$ cat config.mk
export PLATFORM = sky130hd
export DESIGN_NAME = touch_adc_seq
export DESIGN_NICKNAME = d
export VERILOG_FILES = /design/src/rtl/touch_adc_seq.sv
export SDC_FILE = /design/constraint.sdc
export NUM_CORES = 1
export LEC_CHECK = 0
export CAP_MARGIN = 5
export CORE_ASPECT_RATIO = 1.75
export CORE_MARGIN = 8
export CORE_UTILIZATION = 45
export DETAILED_ROUTE_END_ITERATION = 8
export SLEW_MARGIN = 20
export SYNTH_ARGS = -nofsm -noshare
export SYNTH_HDL_FRONTEND = slang
export SYNTH_SLANG_ARGS = --single-unit
$ cat constraint.sdc
create_clock -name sys_clk -period 3 [get_ports sys_clk]
set_input_delay 0.3 -clock sys_clk [delete_from_list [all_inputs] [get_ports sys_clk]]
set_output_delay 0.3 -clock sys_clk [all_outputs]
set_load 0.02 [all_outputs]
$ cat src/rtl/touch_adc_seq.sv
// Purpose : sequencer for an ADS7843-class resistive-touch ADC; debounces pen-down, runs paired X/Y frames,
//           averages 2^AVG_LOG2 pairs and publishes 8-bit coordinates.
// Latency : a run takes 2^(AVG_LOG2+1) * (48*CLK_DIV + 1) cycles, plus 1 PUBLISH cycle; x/y/new_coord_r are registered.
// Backpressure: none; downstream must take each one-cycle new_coord_r pulse (x/y hold until the next pulse).
// Ports   : sys_clk / iRST_n clock and async active-low reset; penirq_raw_n raw pen IRQ, penirq_n its 2-FF synced copy;
//           adc_cs_n / adc_dclk / adc_din / adc_dout ADC serial pins; x / y averaged coordinates;
//           new_coord_r update strobe; transmit_en high while a touch session is active.
module touch_adc_seq #(
  parameter int unsigned CLK_DIV  = 16,
  parameter int unsigned DEBOUNCE = 1024,
  parameter int unsigned AVG_LOG2 = 2,
  parameter int unsigned GAP      = 2048,
  parameter logic [7:0]  CMD_X    = 8'hD0,
  parameter logic [7:0]  CMD_Y    = 8'h90
) (
  input  logic       sys_clk,
  input  logic       iRST_n,
  input  logic       penirq_raw_n,
  input  logic       adc_dout,
  output logic       adc_dclk,
  output logic       adc_cs_n,
  output logic       adc_din,
  output logic [7:0] x,
  output logic [7:0] y,
  output logic       new_coord_r,
  output logic       transmit_en,
  output logic       penirq_n
);

  localparam logic [2:0] S_IDLE    = 3'd0;
  localparam logic [2:0] S_DEB_DN  = 3'd1;
  localparam logic [2:0] S_CONV_X  = 3'd2;
  localparam logic [2:0] S_CONV_Y  = 3'd3;
  localparam logic [2:0] S_PUBLISH = 3'd4;
  localparam logic [2:0] S_GAP     = 3'd5;
  localparam logic [2:0] S_RELEASE = 3'd6;

  localparam int DW = $clog2(DEBOUNCE + 1);
  localparam int GW = $clog2(GAP + 1);
  localparam logic [DW-1:0] DEB_LAST = DW'(DEBOUNCE - 1);
  localparam logic [GW-1:0] GAP_LAST = GW'(GAP - 1);
  localparam logic [7:0]    DIV_LAST = 8'(CLK_DIV - 1);
  localparam logic [4:0]    NPAIR    = 5'(1 << AVG_LOG2);

  logic          sync1_q, sync1_d, sync2_q, sync2_d;
  logic [2:0]    state_q, state_d;
  logic [DW-1:0] deb_q, deb_d;
  logic [GW-1:0] gap_q, gap_d;
  logic [7:0]    div_q, div_d;
  logic [5:0]    half_q, half_d;   // dclk half-period index within a frame, 0..47
  logic [5:0]    half_nxt;
  logic [11:0]   shift_q, shift_d;
  logic [15:0]   acc_x_q, acc_x_d, acc_y_q, acc_y_d;
  logic [4:0]    pair_q, pair_d;
  logic          cs_n_q, cs_n_d, dclk_q, dclk_d, din_q, din_d;
  logic [7:0]    x_q, x_d, y_q, y_d;
  logic          new_q, new_d, te_q, te_d;
  logic [7:0]    cmd;

  always_comb begin
    sync1_d  = penirq_raw_n;
    sync2_d  = sync1_q;
    state_d  = state_q;
    deb_d    = deb_q;
    gap_d    = gap_q;
    div_d    = div_q;
    half_d   = half_q;
    half_nxt = half_q + 6'd1;
    shift_d  = shift_q;
    acc_x_d  = acc_x_q;
    acc_y_d  = acc_y_q;
    pair_d   = pair_q;
    cs_n_d   = cs_n_q;
    dclk_d   = dclk_q;
    din_d    = din_q;
    x_d      = x_q;
    y_d      = y_q;
    new_d    = 1'b0;
    te_d     = te_q;
    cmd      = (state_q == S_CONV_X) ? CMD_X : CMD_Y;

    case (state_q)
      S_IDLE: begin
        if (!sync2_q) begin
          deb_d   = {{(DW-1){1'b0}}, 1'b1};
          state_d = S_DEB_DN;
        end
      end
      S_DEB_DN: begin
        if (sync2_q) begin
          // a bounce throws the whole count away; IDLE restarts it on the next low
          deb_d   = '0;
          state_d = S_IDLE;
        end else if (deb_q == DEB_LAST) begin
          deb_d   = '0;
          state_d = S_CONV_X;
        end else begin
          deb_d = deb_q + 1'b1;
        end
      end
      S_CONV_X, S_CONV_Y: begin
        // cs_n is still high on entry: this cycle opens the frame, so frames never abut
        if (cs_n_q) begin
          cs_n_d  = 1'b0;
          div_d   = '0;
          half_d  = '0;
          dclk_d  = 1'b0;
          din_d   = cmd[7];
          shift_d = '0;
        end else if (div_q != DIV_LAST) begin
          div_d = div_q + 8'd1;
        end else begin
          div_d = '0;
          if (half_q == 6'd47) begin
            // end of the 24th high half: close the frame, dclk parks low with cs_n
            cs_n_d = 1'b1;
            dclk_d = 1'b0;
            din_d  = 1'b0;
            if (state_q == S_CONV_X) begin
              acc_x_d = acc_x_q + {4'd0, shift_q};
              state_d = S_CONV_Y;
            end else begin
              acc_y_d = acc_y_q + {4'd0, shift_q};
              pair_d  = pair_q + 5'd1;
              state_d = (pair_q + 5'd1 == NPAIR) ? S_PUBLISH : S_CONV_X;
            end
          end else begin
            half_d = half_nxt;
            dclk_d = half_nxt[0];
            // bit k is presented in halves 2k/2k+1, i.e. set up while dclk is low before rising edge k
            din_d  = (half_nxt < 6'd16) ? cmd[~half_nxt[3:1]] : 1'b0;
            // rising edges 9..20 start halves 19..41 and carry D11..D0
            if (half_nxt[0] && half_nxt >= 6'd19 && half_nxt <= 6'd41) begin
              shift_d = {shift_q[10:0], adc_dout};
            end
          end
        end
      end
      S_PUBLISH: begin
        x_d     = acc_x_q[AVG_LOG2+11 : AVG_LOG2+4];
        y_d     = acc_y_q[AVG_LOG2+11 : AVG_LOG2+4];
        new_d   = 1'b1;
        te_d    = 1'b1;
        acc_x_d = '0;
        acc_y_d = '0;
        pair_d  = '0;
        gap_d   = '0;
        deb_d   = '0;
        state_d = S_GAP;
      end
      S_GAP: begin
        gap_d = gap_q + 1'b1;
        if (sync2_q) begin
          deb_d = deb_q + 1'b1;
        end else begin
          deb_d = '0;
        end
        // pen-up wins over a simultaneous gap expiry
        if (sync2_q && deb_q == DEB_LAST) begin
          deb_d   = '0;
          state_d = S_RELEASE;
        end else if (gap_q == GAP_LAST) begin
          state_d = S_CONV_X;
        end
      end
      S_RELEASE: begin
        te_d    = 1'b0;
        deb_d   = '0;
        state_d = S_IDLE;
      end
      default: state_d = S_IDLE;
    endcase
  end

  always_ff @(posedge sys_clk or negedge iRST_n) begin
    if (!iRST_n) begin
      sync1_q <= 1'b1;
      sync2_q <= 1'b1;
      state_q <= S_IDLE;
      deb_q   <= '0;
      gap_q   <= '0;
      div_q   <= '0;
      half_q  <= '0;
      shift_q <= '0;
      acc_x_q <= '0;
      acc_y_q <= '0;
      pair_q  <= '0;
      cs_n_q  <= 1'b1;
      dclk_q  <= 1'b0;
      din_q   <= 1'b0;
      x_q     <= '0;
      y_q     <= '0;
      new_q   <= 1'b0;
      te_q    <= 1'b0;
    end else begin
      sync1_q <= sync1_d;
      sync2_q <= sync2_d;
      state_q <= state_d;
      deb_q   <= deb_d;
      gap_q   <= gap_d;
      div_q   <= div_d;
      half_q  <= half_d;
      shift_q <= shift_d;
      acc_x_q <= acc_x_d;
      acc_y_q <= acc_y_d;
      pair_q  <= pair_d;
      cs_n_q  <= cs_n_d;
      dclk_q  <= dclk_d;
      din_q   <= din_d;
      x_q     <= x_d;
      y_q     <= y_d;
      new_q   <= new_d;
      te_q    <= te_d;
    end
  end

  assign adc_cs_n    = cs_n_q;
  assign adc_dclk    = dclk_q;
  assign adc_din     = din_q;
  assign x           = x_q;
  assign y           = y_q;
  assign new_coord_r = new_q;
  assign transmit_en = te_q;
  assign penirq_n    = sync2_q;

endmodule
==> flow_summary_export.csv <==
group,metric,value,unit
clock_network,clk_latency,0.35,ns
timing,skew,0.008198,ns
logic_synthesis,ys_seq_area_share,43.93,%
clock_network,cts.sinks,108,
floorplan,fp.dieW,104.5,um
drt,routed.top_layer,"met4",
placed_design,dpl.hpwl,10.11,mm
timing,setup-violations-final,0,
drt,routed_wl,14.03,mm
worst_setup_path,cpLargestDelayFamily,"simple AND/OR/NAND/NOR gates",
clock_network,h-tree-depth,3,
timing,hold_viol,17,
logic_synthesis,synth_fp_nets,725,
clock_network,post_cts_buffers,0,
global_route,grt_usage,16.52,%
logic_synthesis,synthesis.area,6161,sq um
worst_hold_path,min_path_type,"primary input to async pin",
floorplan,core,13380,sq um
drt,drt_pre_antenna_iters,4,
clock_network,cts_tree,"built",
clock_network,postCtsHoldBufs,0,
logic_synthesis,synth_cells,687,
finish,num_antenna_cells,0,
worst_setup_path,cp.buffers_inverters,0,
floorplan,start_util,46.04,%
status,violations,"negative hold slack",
clock_network,cts_resized,0,
logic_synthesis,synth_edf_count,0,
power,p_comb_share,17.5,%
finish,drive_gt1_share,5.493,%
drt,drt_iter0_drc,206,
finish,fin_nets,743,
timing,maxSlewViolCount,0,
logic_synthesis,ys.flop_type,"dfrtp_1",
timing,fin_crit_sh,84.82,%
floorplan,ioPinCount,26,
global_route,antenna_found_initial,0,
placed_design,gp_congestion,0.8175,
timing,hold-worst-slack,-0.01640,ns
power,switching_share,29.05,%
drt,vias_per_cell,5.658,
logic_synthesis,async_reset_ff_share,100.0,%
power,power,0.003631,W
global_route,grt_overflow_total,0,
power,power_density,523.4,nW/um^2
timing,worstMarginPinSlew,0.6829,ns
finish,fin_area,6938,sq um
logic_synthesis,ys_ff_latch,108,
finish,instances_no_fill,884,
power,ir_drop,0.4062,mV
drt,routed-wl-met2,7.145,mm
timing,rsz0062_at_grt,"no",
logic_synthesis,syn_area_per_cell,8.968,sq um
global_route,grt_pass1_wl,24.32,mm
worst_setup_path,critPathCaptureType,"flip-flop",
power,internal_power,0.002577,W
drt,wl_met3,445,um
placed_design,port-buffer-count,25,
drt,wl_met1,5.994,mm
timing,setup_tns,0,ns
worst_setup_path,start_kind,"flip-flop",
worst_setup_path,worstPathRequired,3.22,ns
global_route,grt_max_degree,51,
power,leakage,2.990,nW
power,power_frac_seq,47.1,%
timing,fmax,393.0,MHz
global_route,grt_pass1_vias,5076,
worst_setup_path,cp_slowest_cell,"or3b_2",
drt,drc_errors,0,
placed_design,placed_area,6619,sq um
clock_network,path_clk_slew,0.07,ns
drt,ant_nets,0,
clock_network,clockBufferDepth,2,
clock_network,cts_buffers,9,
clock_network,root_buffer,"clkbuf_16",
power,switchingPower,0.001055,W
worst_setup_path,cp_max_fo,11,
floorplan,die_area,17840,sq um
floorplan,rows,56,
flow_run,cap_violations,0,
drt,wl_per_cell,15.87,um
power,pwr-share-clk,35.5,%
status,status,"complete, but fails checks",
timing,period_needed,2.545,ns
floorplan,die_h,170.8,um
placed_design,place_inst,868,
drt,via_count,5002,
worst_setup_path,cp_data_arrival_time,2.77,ns
logic_synthesis,synthDistinctLibCells,64,
worst_setup_path,cp_cell_sequence,"ha_1 > nand3b_1 > nor2_1 > nand3_1 > or3b_2 > a22oi_1 > o211ai_1",
finish,syn_to_final_growth,12.61,%
worst_setup_path,setup.worst_path.class,"flip-flop to flip-flop",
logic_synthesis,ys_warn_count,0,
timing,relSlewSlack,54.47,%
worst_setup_path,max_stage_delay,0.51,ns
## cells by family after synthesis
| kind of cell | after synthesis | share of synthesized area, % |
|---|---|---|
| AND/OR/NAND/NOR | 278 | 21.51 |
| AO/OA/AOI/OAI | 162 | 17.30 |
| flip-flops | 108 | 43.93 |
| buffers and inverters | 63 | 4.001 |
| XOR/XNOR | 36 | 5.118 |
| adder cells (fa/ha/maj) | 34 | 7.149 |
| multiplexers | 6 | 0.9951 |
## cell usage after synthesis, drive strengths merged, types with 5 or more instances
library cell  count  share of area, %
nand3            37               3.1
xnor2            21               3.0
nor3             15               1.2
o21a              5              0.61
xor2             15               2.1
mux2i             5              0.81
or3               6              0.61
nor2             57               3.5
nand4b            9               1.3
a31oi             6              0.61
nand2           110               6.7
nand2b           13               1.3
ha               32               6.5
o311ai            8               1.1
clkbuf           28               1.7
dfrtp           105                43
inv              30               1.8
o21ai            54               4.4
o22ai             7              0.71
o211ai            8              0.97
a32o              5              0.81
o31ai             9               1.1
nor2b             5              0.51
nand3b            5              0.61
a21oi            23               1.9
## flip-flops by register name, indices dropped and copies added, names as in the netlist, 3 cells and up
| register | count |
|---|---|
| state_q | 3 |
| shift_q | 12 |
| div_q | 8 |
| gap_q | 12 |
| acc_y_q | 14 |
| deb_q | 11 |
| x | 8 |
| half_q | 6 |
| pair_q | 5 |
| acc_x_q | 14 |
| y | 8 |
## per-layer routing
metal / global-route usage (%) / up-vias
li1: - / 2473
met1: 19.20 / 2432
met2: 28.71 / 73
met3: 2.938 / 24
met4: 8.106 / 0
met5: 0 / -
## cell type report
type	instances	area, sq um
Clock buffer	13	250.2
Clock inverter	3	68.82
Fill cell	1255	6445
Inverter	31	116.4
Multi-Input combinational cell	516	3213
Sequential cell	108	2706
Tap cell	174	217.7
Timing Repair Buffer	39	365.4
## path summary, 6_finish.rpt
kind                               from     endpoint  slack (ns)  cells after the start
min reg2reg                     sync1_q     penirq_n        0.36                      0
min in group sys_clk       penirq_raw_n      sync1_q        0.35                      1
max in group asynchronous        iRST_n     penirq_n        2.22                      2
max reg2reg                   half_q[0]  acc_x_q[13]        0.46                      7
min                              iRST_n     gap_q[4]       -0.02                      1
max                           half_q[0]  acc_x_q[13]        0.46                      7
## worst register-to-register path, cell delays in order, from the launching register on
cell and delay [ns]:
dfrtp_1 0.46, ha_1 0.41, nand3b_1 0.22, nor2_1 0.25, nand3_1 0.27, or3b_2 0.51
a22oi_1 0.19, o211ai_1 0.10
## layout by cell type, fill, tap and decap left out, types with 21 or more instances in the layout
cell type | Yosys | layout
a21oi_1 | 23 | 23
clkdlybuf4s50_1 | 0 | 24
dfrtp_1 | 105 | 105
ha_1 | 32 | 32
inv_1 | 30 | 30
nand2_1 | 110 | 110
nand3_1 | 36 | 36
nor2_1 | 57 | 57
o21ai_0 | 53 | 53
xnor2_1 | 21 | 21
## power groups by stage
| stage | clock (W) | sequential (W) | combinational [W] |
|---|---|---|---|
| 5_1_grt | 0.00138 | 0.00173 | 0.000718 |
| 3_5_place_dp | 0 | 0.00174 | 0.000638 |
| 3_3_place_gp | 0 | 0.00173 | 0.000613 |
| 2_1_floorplan | 0 | 0.00168 | 0.000462 |
| 6_report | 0.00129 | 0.00171 | 0.000634 |
| 4_1_cts | 0.00132 | 0.00171 | 0.000643 |
## metrics by stage
stage | utilization (%) | setup slack (ns)
floorplan | - | 0.7659
global placement | 49.46 | 0.5618
detailed placement | 49.46 | 0.4830
CTS | 51.84 | 0.4613
global route | 51.84 | 0.2982
finish | 51.84 | 0.4553
Power figures use the tool's default switching activity.
